--- src/rtl/uart_rx.sv ---
`timescale 1ns/1ps
`default_nettype none
// ============================================================================
//  Module      : uart_rx
//  Description : 8N1 serial receiver driven by a 16x baud enable (ce_16).
//                ser_in is synchronised, each bit is decided near its centre,
//                and good bytes / framing errors are flagged by one-clock
//                pulses. Optional macro UART_RX_MAJORITY_EN switches from a
//                single centre sample (tick 7) to a 2-of-3 vote over ticks
//                6, 7 and 8 (decision at tick 8).
//  Revision    : 1.0 - initial release
// ============================================================================
module uart_rx #(
    parameter int SYNC_STAGES = 2
) (
    input  logic       clock,
    input  logic       reset,
    input  logic       ce_16,
    input  logic       ser_in,
    output logic [7:0] rx_data,
    output logic       new_rx_data,
    output logic       frame_err,
    output logic       rx_busy
);

    typedef enum logic [1:0] {
        ST_IDLE  = 2'd0,
        ST_START = 2'd1,
        ST_DATA  = 2'd2,
        ST_STOP  = 2'd3
    } state_t;

`ifdef UART_RX_MAJORITY_EN
    localparam logic [3:0] c_DECISION_TICK = 4'd8;
`else
    localparam logic [3:0] c_DECISION_TICK = 4'd7;
`endif
    localparam logic [3:0] c_LAST_TICK = 4'd15;
    localparam logic [2:0] c_LAST_BIT  = 3'd7;

    logic [SYNC_STAGES-1:0] r_sync;
    logic                   w_in_sync;
    logic                   w_bit;
    state_t                 r_state;
    logic [3:0]             r_tick;
    logic [2:0]             r_bit_cnt;
    logic [7:0]             r_shift;
    logic [7:0]             r_rx_data;
    logic                   r_new_rx_data;
    logic                   r_frame_err;
    logic                   r_armed;

    // Synchroniser chain for the asynchronous line; resets to the idle level
    always_ff @(posedge clock) begin
        if (reset) begin
            r_sync <= '1;
        end else begin
            r_sync <= {r_sync[SYNC_STAGES-2:0], ser_in};
        end
    end

    assign w_in_sync = r_sync[SYNC_STAGES-1];

`ifdef UART_RX_MAJORITY_EN
    logic [1:0] r_samp;

    // Capture the tick-6 and tick-7 samples; the tick-8 sample is live
    always_ff @(posedge clock) begin
        if (reset) begin
            r_samp <= 2'b00;
        end else if (ce_16 && (r_state != ST_IDLE)) begin
            if (r_tick == 4'd6) r_samp[0] <= w_in_sync;
            if (r_tick == 4'd7) r_samp[1] <= w_in_sync;
        end
    end

    assign w_bit = (r_samp[0] & r_samp[1]) |
                   (r_samp[0] & w_in_sync) |
                   (r_samp[1] & w_in_sync);
`else
    assign w_bit = w_in_sync;
`endif

    // Receive state machine, counters, shift register and result pulses
    always_ff @(posedge clock) begin
        if (reset) begin
            r_state       <= ST_IDLE;
            r_tick        <= 4'd0;
            r_bit_cnt     <= 3'd0;
            r_shift       <= 8'h00;
            r_rx_data     <= 8'h00;
            r_new_rx_data <= 1'b0;
            r_frame_err   <= 1'b0;
            r_armed       <= 1'b0;
        end else begin
            r_new_rx_data <= 1'b0;
            r_frame_err   <= 1'b0;
            if (ce_16) begin
                case (r_state)
                    ST_IDLE: begin
                        // Arming only while idle keeps a line that stays low
                        // after a bad stop bit (or a break) from starting a
                        // new frame until it has returned high.
                        if (w_in_sync) begin
                            r_armed <= 1'b1;
                        end else if (r_armed) begin
                            r_state <= ST_START;
                            r_tick  <= 4'd0;
                            r_armed <= 1'b0;
                        end
                    end
                    ST_START: begin
                        r_tick <= r_tick + 4'd1;
                        if ((r_tick == c_DECISION_TICK) && w_bit) begin
                            r_state <= ST_IDLE;
                        end else if (r_tick == c_LAST_TICK) begin
                            r_state   <= ST_DATA;
                            r_bit_cnt <= 3'd0;
                        end
                    end
                    ST_DATA: begin
                        r_tick <= r_tick + 4'd1;
                        if (r_tick == c_DECISION_TICK) begin
                            r_shift <= {w_bit, r_shift[7:1]};
                        end
                        if (r_tick == c_LAST_TICK) begin
                            r_bit_cnt <= r_bit_cnt + 3'd1;
                            if (r_bit_cnt == c_LAST_BIT) r_state <= ST_STOP;
                        end
                    end
                    ST_STOP: begin
                        r_tick <= r_tick + 4'd1;
                        // Leave at mid stop bit so a following start edge is
                        // caught even with no idle gap between frames.
                        if (r_tick == c_DECISION_TICK) begin
                            if (w_bit) begin
                                r_rx_data     <= r_shift;
                                r_new_rx_data <= 1'b1;
                            end else begin
                                r_frame_err   <= 1'b1;
                            end
                            r_state <= ST_IDLE;
                        end
                    end
                    default: r_state <= ST_IDLE;
                endcase
            end
        end
    end

    assign rx_data     = r_rx_data;
    assign new_rx_data = r_new_rx_data;
    assign frame_err   = r_frame_err;
    assign rx_busy     = (r_state != ST_IDLE);

endmodule
`default_nettype wire
--- config.mk ---
export PLATFORM = sky130hd
export DESIGN_NAME = uart_rx
export DESIGN_NICKNAME = d
export VERILOG_FILES = /design/src/rtl/uart_rx.sv
export SDC_FILE = /design/constraint.sdc
export NUM_CORES = 1
export LEC_CHECK = 0
export CAP_MARGIN = 30
export CORE_MARGIN = 3
export CORE_UTILIZATION = 50
export DETAILED_ROUTE_END_ITERATION = 12
export GPL_ROUTABILITY_DRIVEN = 0
export PLACE_DENSITY = 0.78
export SYNTH_ARGS = -nofsm -noshare
export SYNTH_HDL_FRONTEND = slang
export SYNTH_SLANG_ARGS = --single-unit
--- constraint.sdc ---
create_clock -name clock -period 2.9 [get_ports clock]
set_input_delay 0.58 -clock clock [delete_from_list [all_inputs] [get_ports clock]]
set_output_delay 0.58 -clock clock [all_outputs]
set_load 0.03 [all_outputs]
Word level (Yosys, flattened, before mapping). Index checks and enable logic that the tools add are counted.

Bits in registers: 30. Input port bits: 4. Word-level logic and storage cells: 57.

Add/subtract/negate cells: 2. Eq/ne operators: 14. Mux-type cells: 17. Bitwise gates (word level): 3. Reductions and logical operators: 12.

Operator list (number): $mux 2 (7); $ne 2x2->1 const B (7); $mux 3 (3); $mux 4 (2); $pmux 2 s4 (1); $pmux 4 s2 (1); $reduce_and 7->1 (1); $pmux 3 s2 (1); $reduce_and 3->1 (2); $reduce_and 5->1 (1); $add 4x1->4 const B (1); $eq 2x2->1 const B (2); $eq 4x3->1 const B (1); $eq 4x4->1 const B (1); $reduce_and 4->1 (1); $reduce_bool 2->1 (2); $reduce_or 4->1 (1); $add 3x1->3 const B (1); $eq 3x3->1 const B (1); $ne 3x3->1 const B (1); $not 1->1 (3); $reduce_or 3->1 (1); $eq 2x1->1 const B (1); $logic_not 2->1 (1); 3 further kinds (4).

Depth between registers and ports, before layout. Gate-level depths: netlist of run 1.

Depth in word-level cells: 4. Mapped depth: 7.

Least setup slack after synthesis of run 1. OpenSTA, ideal clock, no wires.

Path kind: input to register. From: in ce_16. To: reg r_shift[7]. Setup time: 0.128 ns. Arrival time: 1.399 ns. Required time: 2.772 ns. Slack: 1.374 ns. Stages: 6. Buffers on the path: 2. Cells stage by stage: and3_1 > buf_6 > nand3b_1 > buf_2 > mux2i_1 > nor2_1.

Word-level cells in the longest chain between the ends: 1.

Ends and longest elaborated chain: from (decl) (RTL line 18) `input logic ce_16,`; $reduce_and 3->1 (no source line); to (signal assigned) (RTL line 124) `r_shift <= {w_bit, r_shift[7:1]};`; to (decl) (RTL line 47) `logic [7:0] r_shift;`.

No other way between the ends. A chain may end at the register's enable or synchronous reset.

Worst setup path in the final report of run 1.
From: reg r_state[0]. To: out rx_busy.

Word-level cells in the longest chain between the ends: 1.

Ends and longest elaborated chain: from (decl) (RTL line 44) `state_t r_state;`; from (signal assigned) (RTL line 87) `r_state <= ST_IDLE;`; from (signal assigned) (RTL line 107) `r_state <= ST_START;`; from (signal assigned) (RTL line 115) `r_state <= ST_IDLE;`; $reduce_bool 2->1 (RTL line 154) `assign rx_busy = (r_state != ST_IDLE);`; to (decl) (RTL line 23) `output logic rx_busy`.

No other way between the ends.

==> impl_metrics.ini, run 1 <==
[run_status]
outcome = complete, no violations

[clock_network]
cts_hold_buf = 0
cts.sinks = 30
cts_resized = 0
h-tree-depth = 2
clock_latency_ps = 320
cts.clk_slew.worst_paths_ps = 90
tritoncts = yes
numCtsBuffers = 5
cts_buffer_depth = 2
clock-root-buffer = clkbuf_4
cts_setup_buffers = 0

[synth]
ys_ff_latch = 30
synth_edf_count = 0
yosysSeqAreaShare = 0.491
syn_area_um2 = 1220
synthCells = 127
synth_cell_type_count = 31
synth_fp_nets = 134
synth_warnings = 0
ys_async_sr_fraction = 0
syn_avg_cell_area_um2 = 9.64
ys_dominant_reg_cell = dfxtp_1

[sta]
setup_ws_ps = 409
fin_setup_tns_ps = 0
skew_ps = 7.60
post-route-period-util = 0.859
fmax_mhz = 401
rsz0062_at_grt = false
worst_slew_pin_slew_ps = 632
setup_viol = 0
final-max-slew-violation-count = 0
slew_headroom = 0.578
final_hold_viol_count = 0
period_minus_slack_ps = 2490

[critical_path]
path_class = reg2out
rrSetupSlack_ps = 990
critPathArrivalTime_ps = 1910
critPathTopFamily = buffers and inverters
crit_required_ps = 2320
r2r_end = r_shift[4]
worstPathMaxFanout = 12
crit_path_end_kind = output port
reg2reg_depth = 5
crit_buf_inv = 2
startpoint_type = register
critPathMaxStageDelay_ps = 690
worstPathCellList = nor2_1 -> inv_1 -> clkdlybuf4s50_1
r2r_start = r_tick[0]
crit_path_top_delay_cell = clkdlybuf4s50_1

[global_route]
antenna_found_initial = 0
grtUsageTotal = 0.157
grt_pass1_wl_mm = 3.85
grt_overflow = 0
grt_max_degree = 19
grt_pass1_vias = 897

[floorplan]
die_h_um = 55.5
die_w_um = 55.5
rows = 17
initial_utilization = 0.538
die-area_um2 = 3080
pin_count = 15
core-area_um2 = 2280

[power_and_ir_drop]
netSwitchingFraction = 0.205
pwr-share-comb = 0.030
powerDensity_nw_per_um2 = 526
switchingPower_uw = 155
power.internal_uw = 603
clkPwrFrac = 0.418
pwr-share-seq = 0.551
p_leak_nw = 0.674
worst_ir_drop_vdd_mv = 0.474

[drt]
vias_per_cell = 5.52
drt_iter0_drc = 31
dr_total_vias = 938
routed_wl_mm = 2.17
routedWlPerCell_um = 12.8
first_pass_iters = 4
ant_nets = 0
drc = 0

[hold_path]
hold_path_class = reg2reg
whs_path_depth = 1
hold_end = r_sync[1]
hold_start = r_sync[0]

[flow_run]
maxCapViolations = 0

[place]
place_inst = 162
portBuffers = 14
dpl_cell_area_um2 = 1370
hpwlAfterDp_mm = 1.47
preCtsSetupSlack_ps = 478

[final_layout]
fin_nets = 148
drive_gt1_frac = 0.106
antenna_cells = 0
post-route-cell-area_um2 = 1440
syn2layout_area_growth_pct = 17.9
instances_no_fill = 170
## flip-flops by register name, summed over array words and instances (netlist names), named ones only
register,flops
new_rx_data,1
rx_data,8
r_shift,8
r_tick,4
r_bit_cnt,3
frame_err,1
r_state,1
r_sync,2
r_armed,1
## cell usage in the layout, fill, tap and decap left out, types with 3 or more instances in the layout
| cell | synthesis | routed |
|---|---|---|
| nand2_1 | 5 | 5 |
| o31ai_1 | 3 | 3 |
| clkdlybuf4s50_1 | 0 | 14 |
| clkbuf_4 | 0 | 5 |
| mux2i_1 | 17 | 17 |
| dfxtp_1 | 30 | 30 |
| a21oi_1 | 9 | 9 |
| nor2_1 | 22 | 22 |
| ha_1 | 3 | 3 |
## layer usage
layer	vias to the layer above	part of all wire	GRT usage	wire length, um
met2	22	0.47	0.240	1020
met4	0	0.012	0.0694	25
met1	440	0.46	0.185	1000
met5	-	0	0	0
li1	472	-	-	-
met3	4	0.057	0.0771	123
## cells by family after synthesis
kind of cell / Yosys count / synth area share
muxes: 17 / 0.139
AOI/OAI and AO/OA: 19 / 0.0941
DFF: 30 / 0.491
adders and majority gates: 3 / 0.0307
buffers and inverters: 10 / 0.0399
and+or+nand+nor: 48 / 0.206
## layout make-up
class / instances / area, um^2
inverters: 2 / 7.51
flip-flops and latches: 30 / 601
multi-input cells: 87 / 574
fillers: 194 / 833
clock buffers: 5 / 37.5
clock inverters: 3 / 40.0
well taps: 28 / 35.0
repair buffers: 15 / 148
## stage by stage
stage | hold WS, ps | util | power, mW
final | 416 | 0.634 | 0.759
after global routing | 434 | 0.634 | 0.795
after CTS | 421 | 0.634 | 0.771
after global placement | 396 | 0.600 | 0.450
after detailed placement | 397 | 0.600 | 0.451
after floorplan | 389 | - | 0.442
## cells in the mapped netlist, types with 3 or more instances
cell type | n | share of area
mux2i_1 | 17 | 0.14
a21oi_1 | 9 | 0.037
buf_2 | 3 | 0.012
dfxtp_1 | 30 | 0.49
clkbuf_1 | 4 | 0.012
ha_1 | 3 | 0.031
nor2_1 | 22 | 0.067
nand2_1 | 5 | 0.015
o31ai_1 | 3 | 0.018
## worst max path at each step
stage,startpoint,to,slack [ps],depth (start not counted)
2_1_floorplan,ce_16,r_shift[7],1370,6
3_5_place_dp,ce_16,r_shift[4],480,5
3_3_place_gp,ce_16,r_shift[5],540,5
5_1_grt,r_state[0],rx_busy,300,3
6_report,r_state[0],rx_busy,410,3
4_1_cts,r_state[0],rx_busy,410,3
## power groups by stage
| stage | Sequential [mW] | Clock [mW] | Combinational (mW) |
|---|---|---|---|
| finish | 0.418 | 0.317 | 0.0231 |
| global route | 0.419 | 0.350 | 0.0255 |
| CTS | 0.418 | 0.329 | 0.0233 |
| detailed placement | 0.428 | 0 | 0.0232 |
| global placement | 0.428 | 0 | 0.0225 |
| floorplan | 0.426 | 0 | 0.0154 |
(Power assumes the default switching activity.)
==> inputs of run 2 (changes only) <==
--- a/config.mk
+++ b/config.mk
@@ -10,7 +10,10 @@
 export CORE_UTILIZATION = 50
 export DETAILED_ROUTE_END_ITERATION = 12
 export GPL_ROUTABILITY_DRIVEN = 0
+export HOLD_SLACK_MARGIN = 0.05
 export PLACE_DENSITY = 0.78
+export SETUP_SLACK_MARGIN = 0.3
+export SKIP_LAST_GASP = 1
 export SYNTH_ARGS = -nofsm -noshare
 export SYNTH_HDL_FRONTEND = slang
 export SYNTH_SLANG_ARGS = --single-unit
==> run 2 against run 1 <==
Via count decreased by 0.32%; combinational power is essentially flat; clock power barely moved; first-iteration DRC count grew 16%; final area about the same; sequential power barely moved; cell count did not move; maximum frequency grew 1.6%; wire length is 0.64% higher; critical endpoint unchanged.
==> impl_metrics.ini, run 2 (synthesis results as in run 1) <==
[clock_network]
h-tree-depth = 2
tritoncts = yes
cts_buffer_depth = 2
cts.clk_slew.worst_paths_ps = 80
clock_latency_ps = 320
numCtsBuffers = 5
cts.sinks = 30
clock-root-buffer = clkbuf_4

[critical_path]
crit_path_end_kind = output port
crit_path_top_delay_cell = clkdlybuf4s50_1
worstPathCellList = nor2_1 -> inv_1 -> clkdlybuf4s50_1
critPathArrivalTime_ps = 1870
critPathMaxStageDelay_ps = 690
path_class = reg2out
startpoint_type = register
worstPathMaxFanout = 11
crit_required_ps = 2320

[final_layout]
utilization = 0.634
most-common-layout-cells = dfxtp_1 (29), nor2_1 (22), mux2i_1 (17)
instances_no_fill = 170
syn2layout_area_growth_pct = 18.0
drive_gt1_frac = 0.113
fin_nets = 148
antenna_cells = 0
layout_commonest_cell = dfxtp_1

[power_and_ir_drop]
pwr-share-seq = 0.551
powerDensity_nw_per_um2 = 526
power.internal_uw = 603
switchingPower_uw = 156
pwr-share-comb = 0.031
p_leak_nw = 0.674
clkPwrFrac = 0.418
worst_ir_drop_vdd_mv = 0.474
netSwitchingFraction = 0.205

[place]
portBuffers = 14
place_inst = 162
preCtsSetupSlack_ps = 478
hpwlAfterDp_mm = 1.47

[global_route]
grt_max_degree = 19
antenna_found_initial = 0
grt_pass1_wl_mm = 3.85
grt_pass1_vias = 897
grtUsageTotal = 0.157
grt_overflow = 0

[drt]
vias_per_cell = 5.50
drt_iter0_drc = 36
ant_nets = 0
routedWlPerCell_um = 12.9
dr_total_vias = 935
routed_wl_mm = 2.19
drc = 0
first_pass_iters = 4

[floorplan]
die_h_um = 55.5
initial_utilization = 0.538
pin_count = 15
die_w_um = 55.5
core-area_um2 = 2280
rows = 17
die-area_um2 = 3080

[sta]
slew_headroom = 0.569
skew_ps = 8.33
final_hold_viol_count = 0
setup_ws_ps = 448
holdWs_ps = 416
final-max-slew-violation-count = 0
rsz0062_at_grt = false
period_minus_slack_ps = 2450
post-route-period-util = 0.846
worst_slew_pin_slew_ps = 644
fin_setup_tns_ps = 0
fmax_mhz = 408
setup_viol = 0

[hold_path]
hold_path_class = reg2reg

[run_status]
outcome = complete, no violations

[flow_run]
maxCapViolations = 0
==> run 2: cell count changes in the layout (fill, tap and decap cells not counted) <==
cell and change:
dfxtp_1 -1, dfxtp_2 +1
==> run 2: per-layer routing <==
layer  share of wire  routed length, um  GRT usage  vias to the layer above
li1                -                  -          -                      472
met1            0.46               1010      0.185                      434
met2            0.47               1020      0.240                       25
met3           0.059                128     0.0771                        4
met4           0.011                 25     0.0694                        0
met5               0                  0          0                        -
==> run 2: repair_timing <==
item                                    in CTS  in global routing
buffers inserted                             0                  0
endpoints found under the setup margin       0                  1
hold buffers                                 0                  0
endpoints found under the hold margin        0                  0
resized for setup                            0                  1
==> run 2: final timing paths <==
| path | startpoint | to | slack (ps) | depth (start not counted) |
|---|---|---|---|---|
| max | register | rx_busy | 450 | 3 |
| min | r_sync[0] | r_sync[1] | 420 | 1 |
| max reg2reg | r_tick[0] | r_shift[4] | 990 | 5 |
| min reg2reg | r_sync[0] | r_sync[1] | 420 | 1 |
==> run 2: area by class of cell <==
type	count	area (um^2)
timing repair buffer	15	148
inverter	2	7.51
multi-input combinational	87	574
sequential	30	602
clock buffer	5	37.5
clock inverter	3	40.0
tap	28	35.0
fill	193	832
==> run 2: worst max-delay path, delay by kind of cell (launching register included) <==
| kind | cells | cell delay (ps) |
|---|---|---|
| buffers and inverters | 2 | 860 |
| flip-flops | 1 | 520 |
| AND/OR/NAND/NOR | 1 | 170 |
==> run 2: stage by stage <==
stage	instance area, um^2	total power [mW]
2_1_floorplan	1220	0.442
3_3_place_gp	1370	0.450
3_5_place_dp	1370	0.451
4_1_cts	1440	0.771
5_1_grt	1440	0.795
6_report	1440	0.759
==> run 2: power by group through the flow <==
stage                     Clock, mW  Combinational [mW]  Sequential [mW]
after floorplan                   0              0.0154            0.426
after global placement            0              0.0225            0.428
after detailed placement          0              0.0232            0.428
after CTS                     0.329              0.0233            0.418
after global routing          0.350              0.0255            0.419
final                         0.318              0.0232            0.418
